[config.mk]
export PLATFORM = sky130hd
export DESIGN_NAME = max7219_display_tx
export DESIGN_NICKNAME = d
export VERILOG_FILES = /design/src/rtl/max7219_display_tx.sv
export SDC_FILE = /design/constraint.sdc
export NUM_CORES = 1
export LEC_CHECK = 0
export CORE_ASPECT_RATIO = 1.4
export CORE_MARGIN = 1.5
export CORE_UTILIZATION = 55
export CTS_BUF_LIST = sky130_fd_sc_hd__clkbuf_2
export DETAILED_ROUTE_END_ITERATION = 7
export GPL_TIMING_DRIVEN = 0
export PLACE_DENSITY = 0.8
export SYNTH_ARGS = -nofsm -noshare
export SYNTH_HDL_FRONTEND = slang
export SYNTH_SLANG_ARGS = --single-unit
[constraint.sdc]
create_clock -name i_clk -period 3.1 [get_ports i_clk]
set_input_delay 0.62 -clock i_clk [delete_from_list [all_inputs] [get_ports i_clk]]
set_output_delay 0.62 -clock i_clk [all_outputs]
set_load 0.05 [all_outputs]
[src/rtl/max7219_display_tx.sv]
// MAX7219 serial transmitter: config sequence after reset, then 8-digit refreshes.
// Define MAX7219_BCD_DECODE_EN for Code-B decode; the default build sends raw segments.
module max7219_display_tx #(
    parameter int         CLK_DIV   = 2,
    parameter logic [3:0] INTENSITY = 4'hF
) (
    input  logic        i_clk,
    input  logic        i_reset_n,
    input  logic        i_en,
    input  logic        i_update_stb,
    input  logic [63:0] i_digits,
    output logic        o_busy,
    output logic        o_init_done,
    output logic        o_serial_clk,
    output logic        o_serial_dout,
    output logic        o_serial_load
);

    localparam int DW = $clog2(2 * CLK_DIV + 1);
    localparam logic [DW-1:0] DIV_HALF = DW'(CLK_DIV - 1);
    localparam logic [DW-1:0] DIV_LAST = DW'(2 * CLK_DIV - 1);

`ifdef MAX7219_BCD_DECODE_EN
    localparam logic [7:0] DECODE = 8'hFF;
`else
    localparam logic [7:0] DECODE = 8'h00;
`endif

    typedef enum logic [1:0] {
        ST_IDLE,
        ST_INIT,
        ST_REFRESH
    } state_t;

    typedef enum logic [1:0] {
        SB_SHIFT,
        SB_LATCH,
        SB_GAP,
        SB_HOLD
    } sub_t;

    state_t        state;
    sub_t          sub;
    logic [DW-1:0] div_cnt;
    logic [3:0]    bit_cnt;
    logic [2:0]    word_cnt;
    logic [15:0]   shift_reg;
    logic [63:0]   snap;
    logic          pending;
    logic          init_done;
    logic          sclk;
    logic          dout;
    logic          load;

    function automatic logic [7:0] digit_code(input logic [7:0] d);
`ifdef MAX7219_BCD_DECODE_EN
        return {d[7], 3'b000, d[3:0]};
`else
        return d;
`endif
    endfunction

    function automatic logic [15:0] build_word(
        input logic        init_seq,
        input logic [2:0]  idx,
        input logic [63:0] digits
    );
        logic [15:0] w;
        w = 16'h0000;
        if (init_seq) begin
            case (idx)
                3'd0:    w = 16'h0C01;
                3'd1:    w = 16'h0F00;
                3'd2:    w = 16'h0B07;
                3'd3:    w = {8'h09, DECODE};
                default: w = {12'h0A0, INTENSITY};
            endcase
        end else begin
            w = {4'h0, {1'b0, idx} + 4'd1,
                 digit_code(digits[{idx, 3'b000} +: 8])};
        end
        return w;
    endfunction

    logic        gap_end;
    logic        last_word;
    logic        go_init;
    logic        go_refresh;
    logic        enter_refresh;
    logic        seq_end;
    logic        start;
    logic        next_init;
    logic [2:0]  next_idx;
    logic [63:0] next_src;
    logic [15:0] next_word;

    always_comb begin
        gap_end       = (sub == SB_GAP) && (div_cnt == DIV_LAST);
        last_word     = (state == ST_INIT) ? (word_cnt == 3'd4)
                                           : (word_cnt == 3'd7);
        go_init       = (state == ST_IDLE) && i_en && !init_done;
        go_refresh    = (state == ST_IDLE) && i_en && init_done
                        && (i_update_stb || pending);
        enter_refresh = go_refresh
                        || ((state == ST_INIT) && gap_end && last_word);
        seq_end       = (state == ST_REFRESH) && gap_end && last_word;
        // Next word starts at a word boundary only while enabled
        start         = go_init || go_refresh
                        || (i_en && (state != ST_IDLE) && !seq_end
                            && (gap_end || (sub == SB_HOLD)));
        next_init     = go_init || ((state == ST_INIT) && !enter_refresh);
        if (go_init || enter_refresh) begin
            next_idx = 3'd0;
        end else if (sub == SB_HOLD) begin
            next_idx = word_cnt;
        end else begin
            next_idx = word_cnt + 3'd1;
        end
        next_src  = enter_refresh ? i_digits : snap;
        next_word = build_word(next_init, next_idx, next_src);
    end

    always_ff @(posedge i_clk or negedge i_reset_n) begin
        if (!i_reset_n) begin
            state     <= ST_IDLE;
            sub       <= SB_HOLD;
            div_cnt   <= '0;
            bit_cnt   <= '0;
            word_cnt  <= '0;
            shift_reg <= '0;
            snap      <= '0;
            pending   <= 1'b0;
            init_done <= 1'b0;
            sclk      <= 1'b0;
            dout      <= 1'b0;
            load      <= 1'b0;
        end else begin
            unique case (state)
                ST_IDLE: begin
                    if (go_init) begin
                        state <= ST_INIT;
                    end else if (go_refresh) begin
                        state <= ST_REFRESH;
                    end
                end
                ST_INIT: begin
                    if (enter_refresh) begin
                        state     <= ST_REFRESH;
                        init_done <= 1'b1;
                    end
                end
                ST_REFRESH: begin
                    if (seq_end) begin
                        state <= ST_IDLE;
                    end
                end
                default: state <= ST_IDLE;
            endcase

            if (enter_refresh) begin
                snap <= i_digits;
            end

            if (go_init || enter_refresh) begin
                word_cnt <= '0;
            end else if (gap_end && !last_word) begin
                word_cnt <= word_cnt + 3'd1;
            end

            // Strobes that cannot be served right now coalesce here
            if (go_refresh) begin
                pending <= 1'b0;
            end else if (i_update_stb) begin
                pending <= 1'b1;
            end

            if (start) begin
                sub       <= SB_SHIFT;
                div_cnt   <= '0;
                bit_cnt   <= '0;
                shift_reg <= next_word;
                dout      <= next_word[15];
                sclk      <= 1'b0;
                load      <= 1'b0;
            end else begin
                unique case (sub)
                    SB_SHIFT: begin
                        if (div_cnt == DIV_LAST) begin
                            div_cnt <= '0;
                            sclk    <= 1'b0;
                            if (bit_cnt == 4'd15) begin
                                sub  <= SB_LATCH;
                                load <= 1'b1;
                                dout <= 1'b0;
                            end else begin
                                bit_cnt   <= bit_cnt + 4'd1;
                                shift_reg <= {shift_reg[14:0], 1'b0};
                                dout      <= shift_reg[14];
                            end
                        end else begin
                            div_cnt <= div_cnt + 1'b1;
                            if (div_cnt == DIV_HALF) begin
                                sclk <= 1'b1;
                            end
                        end
                    end
                    SB_LATCH: begin
                        if (div_cnt == DIV_LAST) begin
                            div_cnt <= '0;
                            load    <= 1'b0;
                            sub     <= SB_GAP;
                        end else begin
                            div_cnt <= div_cnt + 1'b1;
                        end
                    end
                    SB_GAP: begin
                        if (div_cnt == DIV_LAST) begin
                            div_cnt <= '0;
                            sub     <= SB_HOLD;
                        end else begin
                            div_cnt <= div_cnt + 1'b1;
                        end
                    end
                    SB_HOLD: begin
                    end
                    default: sub <= SB_HOLD;
                endcase
            end
        end
    end

    assign o_busy        = (state != ST_IDLE) || pending;
    assign o_init_done   = init_done;
    assign o_serial_clk  = sclk;
    assign o_serial_dout = dout;
    assign o_serial_load = load;

endmodule

# [After elaboration in Yosys (flattened, before gate mapping)]
# Cells that the tools add are included.
[op_classes] shift=1 n_eq_ne=21 add_sub_neg=4 n_mux=45 reduce_logical=46
[ops] op="2-to-1 mux 64 bit" count=1
[ops] op="variable part select 64 x 7 -> 8 bit" count=1
[ops] op="2-to-1 mux 15 bit" count=4
[ops] op="one-hot mux 11 bit (4 select lines)" count=1
[ops] op="2-to-1 mux 3 bit" count=7
[ops] op="2-to-1 mux 2 bit" count=9
[ops] op="2-to-1 mux 4 bit" count=4
[ops] op="2-to-1 mux 1 bit" count=15
[ops] op="logical AND 1 bit" count=14
[ops] op="2-to-1 mux 12 bit" count=1
[ops] op="inequality test 3 bit (second input constant)" count=4
[ops] op="one-hot mux 2 bit (3 select lines)" count=2
[ops] op="nonzero test 2 bit" count=6
[ops] op="equality test 3 x 2 -> 1 bit (second input constant)" count=3
[ops] op="logical OR 1 bit" count=8
[ops] op="adder 3 x 1 -> 3 bit (second input constant)" count=2
[ops] op="equality test 2 bit (second input constant)" count=3
[ops] op="equality test 3 x 1 -> 1 bit (second input constant)" count=2
[ops] op="equality test 3 bit (second input constant)" count=2
[ops] op="inequality test 2 bit (second input constant)" count=3
[ops] op="AND reduction 2 bit" count=3
[ops] op="AND reduction 3 bit" count=2
[ops] op="nonzero test 3 bit" count=2
[ops] op="AND reduction 5 bit" count=1
[ops] op="other kinds (12)" count=17
[totals] input_bits=68 register_bits=98 output_inout_bits=5

# [Depth between registers and ports, before layout]
[depth] word_depth=11 mapped_depth=10 depth_no_buf=9

# [Worst setup path after synthesis]
# No wires, ideal clock.
[synth_path] kind="reg2reg" start="register word_cnt[0]" end="register shift_reg[1]" stages_incl_launch_ff=9 setup_ns=0.129 t_arrival_ns=2.397 t_required_ns=2.971 path_slack_ns=0.573 n_path_buf=2 cell_sequence="dfrtp_1 buf_6 or4b_4 o22ai_4 buf_6 mux2_2 a22oi_1 a21oi_1 o41a_1"
[synth_via] word_cells_on_any_way=30
[synth_rtl] element="start, declared" line_no="46" text="logic [2:0] word_cnt;"
[synth_rtl] element="start signal, assigned" line_no="167" text="word_cnt <= word_cnt + 3'd1;"
[synth_rtl] element="equality test 3 bit, on equally long branches" line_no="100, 99"
[synth_rtl] element="2-to-1 mux 1 bit *" line_no="99" text="last_word = (state == ST_INIT) ? (word_cnt == 3'd4)"
[synth_rtl] element="logical AND 1 bit *" line_no="105" text="|| ((state == ST_INIT) && gap_end && last_word);"
[synth_rtl] element="logical OR 1 bit *" line_no="105"
[synth_rtl] element="2-to-1 mux 64 bit *"
[synth_rtl] element="net next_src[57]" line_no="94" text="logic [63:0] next_src;"
[synth_rtl] element="variable part select 64 x 7 -> 8 bit *" line_no="80" text="digit_code(digits[{idx, 3'b000} +: 8])};"
[synth_rtl] element="2-to-1 mux 12 bit *" line_no="70" text="if (init_seq) begin"
[synth_rtl] element="2-to-1 mux 15 bit *" line_no="177" text="if (start) begin"
[synth_rtl] element="end signal, assigned" line_no="181" text="shift_reg <= next_word;"
[synth_rtl] element="end signal, assigned" line_no="197" text="shift_reg <= {shift_reg[14:0], 1'b0};"
[synth_rtl] element="end, declared" line_no="47" text="logic [15:0] shift_reg;"
# The timed path passes the listed nets; every way through them passes the cells marked *.
# A chain may end at the register's enable or synchronous reset.

# [Worst setup path in the final report]
[layout_path] start="register sub[0]" end="register shift_reg[6]"
[layout_via] elab_chain_cells=10 word_cells_on_any_way=28
[layout_lines] element="start, declared" line_no="43" text="sub_t sub;"
[layout_lines] element="start signal, assigned" line_no="126" text="sub <= SB_HOLD;"
[layout_lines] element="start signal, assigned" line_no="178" text="sub <= SB_SHIFT;"
[layout_lines] element="start signal, assigned" line_no="192" text="sub <= SB_LATCH;"
[layout_lines] element="equality test 2 bit" line_no="98" text="gap_end = (sub == SB_GAP) && (div_cnt == DIV_LAST);"
[layout_lines] element="logical AND 1 bit" line_no="98"
[layout_lines] element="logical AND 1 bit, on equally long branches (2 in a row)" line_no="105, 106"
[layout_lines] element="logical OR 1 bit / zero test 1 bit (equally long branches)" line_no="105, 109"
[layout_lines] element="logical OR 1 bit, or another cell as far along" line_no="112" text="if (go_init || enter_refresh) begin"
[layout_lines] element="2-to-1 mux 3 bit, or another cell as far along" line_no="112"
[layout_lines] element="variable part select 64 x 7 -> 8 bit, or another cell as far along" line_no="80"
[layout_lines] element="2-to-1 mux 12 bit, or another cell as far along" line_no="70"
[layout_lines] element="2-to-1 mux 15 bit / AND reduction 3 bit (equally long branches)"
# Several ways; a longest one is shown, not always the timed one.

==> metrics.yaml <==
run_status:
  status: "finished clean"
logic_synthesis:
  async_flop_share_pct: 100
  ys_seq_area_share_pct: 51.0
  syn_inst: 405
  ys_types: 65
  synth_top_area_share_pct: 49.9
  yosys.area.top_type: "dfrtp_1"
  synthesis.nets: 483
  synth_area_leaders: "dfrtp_1 (50%), mux2_2 (15%), o22ai_1 (2.7%)"
  synth_area_per_cell_um2: 11.9
  synth_edf_count: 0
  yosys_most_used_dff: "dfrtp_1"
  ys_ff_latch: 98
  syn-cell-area_um2: 4810
  ys_warn_count: 0
flow_run:
  drv_cap: 0
clocking:
  cts_sinks: 98
  htreeDepth: 3
  cts_root_buf: "clkbuf_2"
  clk_pin_slew_ns: 0.27
  cts_inserted_buffers: 9
  clk_latency_ns: 0.56
  cts_tree: "built"
  clockBufferDepth: 2
sta:
  max-slew-margin-rel_pct: 39.3
  layout_min_cycle_time_ns: 2.88
  worst_pin_slew_ns: 0.901
  tns_ns: 0
  drv_slew: 0
  hold_viol_final: 0
  setup_ws_ns: 0.218
  min_period_over_period_pct: 93.0
  rsz0062_at_grt: "false"
  hold_ws_ns: 0.516
  clock-skew-final_ns: 0.0320
  final-setup-viol-count: 0
  fmax_ghz: 0.347
critical_path:
  arrival_ns: 3.35
  cp.required_ns: 3.57
  crit_buf_inv: 2
  rrSetupSlack_ns: 0.22
  critical_path.cell_chain: "inv_1, ha_1, and4b_1, a2bb2oi_2, and2_0, clkbuf_1, o211ai_1, o32a_1, o31ai_1"
  end_kind: "register"
  reg2reg_depth: 9
  cp_max_fo: 7
  max_stage_delay_ns: 0.64
  crit_family: "compound AO/OA/AOI/OAI gates"
  rr_endpoint: "shift_reg[6]$_DFFE_PN0P_"
  crit_slowest_cell: "dfstp_2"
  crit_type: "reg2reg"
  worstReg2RegStart: "sub[0]$_DFFE_PN1P_"
  worstSetupStartpointType: "register"
detailed_routing:
  drtIter0Drc: 270
  viasPerCell: 6.06
  drc: 0
  drtAntennaViolNets: 0
  wl_per_cell_um: 19.4
  vias: 3630
  drtPass1Iterations: 5
  wl_um: 11600
finish:
  fin_area_um2: 5870
  multiInputGateArea_um2: 2230
  fin_nets: 567
  diodes: 0
  utilization_pct: 68.6
  largest_register_ffs: 64
  area_delta_synth_final_pct: 22.0
  fillerInstances: 643
  drive_gt1_share_pct: 22.7
  ff_latch_area_um2: 2450
power:
  leakage_uw: 0.00241
  clkPwrFrac_pct: 14.8
  switching_share_pct: 42.7
  ir_drop_mv: 0.420
  p_int_uw: 2650
  p_sw_uw: 1980
  power_density_nw_per_um2: 789
  p_comb_share_pct: 49.5
  seqPwrFrac_pct: 35.6
grt:
  antenna_found_initial: 0
  grt_first_pass_wirelength_um: 18400
  grt.overflow.total: 0
  grtUsageTotal_pct: 26.7
  grt_pass1_vias: 3700
  grt_max_degree: 64
placed_design:
  routabilityCongestion: 0.879
  dpl_cell_area_um2: 5690
  port-buffer-count: 72
  place_ws_ns: -0.193
  dpl.hpwl_um: 8270
floorplanning:
  start_util_pct: 56.2
  core_um2: 8560
  die_w_um: 82.0
  die_h_um: 114
  rows: 40
  ios: 73
  dieArea_um2: 9330
min_path:
  min_path_type: "in2async"
-- synth_stat cells, types with 4 or more instances --
cell and number:
a21oi_1 18, a22oi_1 8, a31oi_1 5, buf_2 4, buf_6 5, clkbuf_1 8
dfrtp_1 96, ha_1 10, inv_1 7, mux2_2 63, mux2i_1 12, nand2_1 30
nand3_1 7, nor2_1 20, nor3_1 9, o21ai_0 7, o22ai_1 21, or3_1 4
xnor2_1 5, xor2_1 4
-- routing by layer --
| layer | global-route usage, % | vias up | part of all wire, % |
|---|---|---|---|
| met5 | 0 | - | 0 |
| met4 | 13.8 | 0 | 3.8 |
| met3 | 4.16 | 34 | 4.9 |
| met2 | 44.2 | 120 | 52 |
| met1 | 33.2 | 1814 | 39 |
| li1 | - | 1662 | - |
-- final cells by class --
cell class / count / share of cell area (%)
plain buffers: 20 / 2.39
clock buffers: 10 / 0.853
clock inverters: 6 / 1.39
inverters: 8 / 0.512
multi-input cells: 278 / 37.9
flip-flops and latches: 98 / 41.8
well taps: 105 / 2.24
repair buffers: 74 / 12.9
-- through the flow --
step,power (µW),cells
after floorplan,3170,405
after global placement,3800,582
after detailed placement,3860,583
after CTS,4540,600
after global routing,4890,599
final,4630,599
-- cells by family after synthesis --
kind of cell	count (synthesis)	synth area share, %
flip-flops	98	51.0
adder cells (fa/ha/maj)	10	2.60
multiplexers	79	18.3
buffers and inverters	29	3.61
AO/OA/AOI/OAI	91	13.8
XOR/XNOR	9	1.64
AND/OR/NAND/NOR	89	9.10
-- cell usage in the layout (no fill, tap or decap), types with 6 or more instances in the layout --
cell,synthesis,final
ha_1,10,10
mux2i_1,12,12
clkbuf_2,0,10
o21ai_0,7,7
mux2_2,63,63
clkdlybuf4s50_1,0,71
nor2_1,20,20
nand2_1,30,30
clkbuf_1,8,7
inv_1,7,7
a22oi_1,8,8
nor3_1,9,6
dfrtp_1,96,96
a21oi_1,18,18
o22ai_1,21,21
-- how the worst max path moves through the flow --
| stage | from | to | slack [ns] | cells after the start |
|---|---|---|---|---|
| 3_3_place_gp | i_reset_n | o_serial_load$_DFFE_PN0P_ | -2.09 | 1 |
| 5_1_grt | sub[0]$_DFFE_PN1P_ | shift_reg[6]$_DFFE_PN0P_ | 0.09 | 9 |
| 2_1_floorplan | word_cnt[0]$_DFFE_PN0P_ | shift_reg[1]$_DFFE_PN0P_ | 0.57 | 8 |
| 3_5_place_dp | i_en | shift_reg[0]$_DFFE_PN0P_ | -0.19 | 8 |
| 6_report | sub[0]$_DFFE_PN1P_ | shift_reg[6]$_DFFE_PN0P_ | 0.22 | 9 |
| 4_1_cts | div_cnt[0]$_DFFE_PN0P_ | shift_reg[6]$_DFFE_PN0P_ | 0.04 | 10 |
-- worst reg2reg max path, stage by stage, from the launching register on --
cell       delay, ns
dfstp_2         0.64
inv_1           0.08
ha_1            0.24
and4b_1         0.25
a2bb2oi_2       0.31
and2_0          0.17
clkbuf_1        0.27
o211ai_1        0.32
o32a_1          0.44
o31ai_1         0.09
-- power by group through the flow --
stage	logic, µW	clock network [µW]	registers (µW)
finish	2290	687	1650
global route	2470	741	1670
CTS	2200	695	1650
detailed placement	2190	0	1670
global placement	2150	0	1660
floorplan	1490	0	1680
-- timing repair --
action,4_1_cts,5_1_grt
resized for setup,0,8
hold endpoints to repair,35,0
hold buffers,1,0
setup endpoints to repair,0,23
setup buffers,0,0
(Power assumes the default switching activity.)
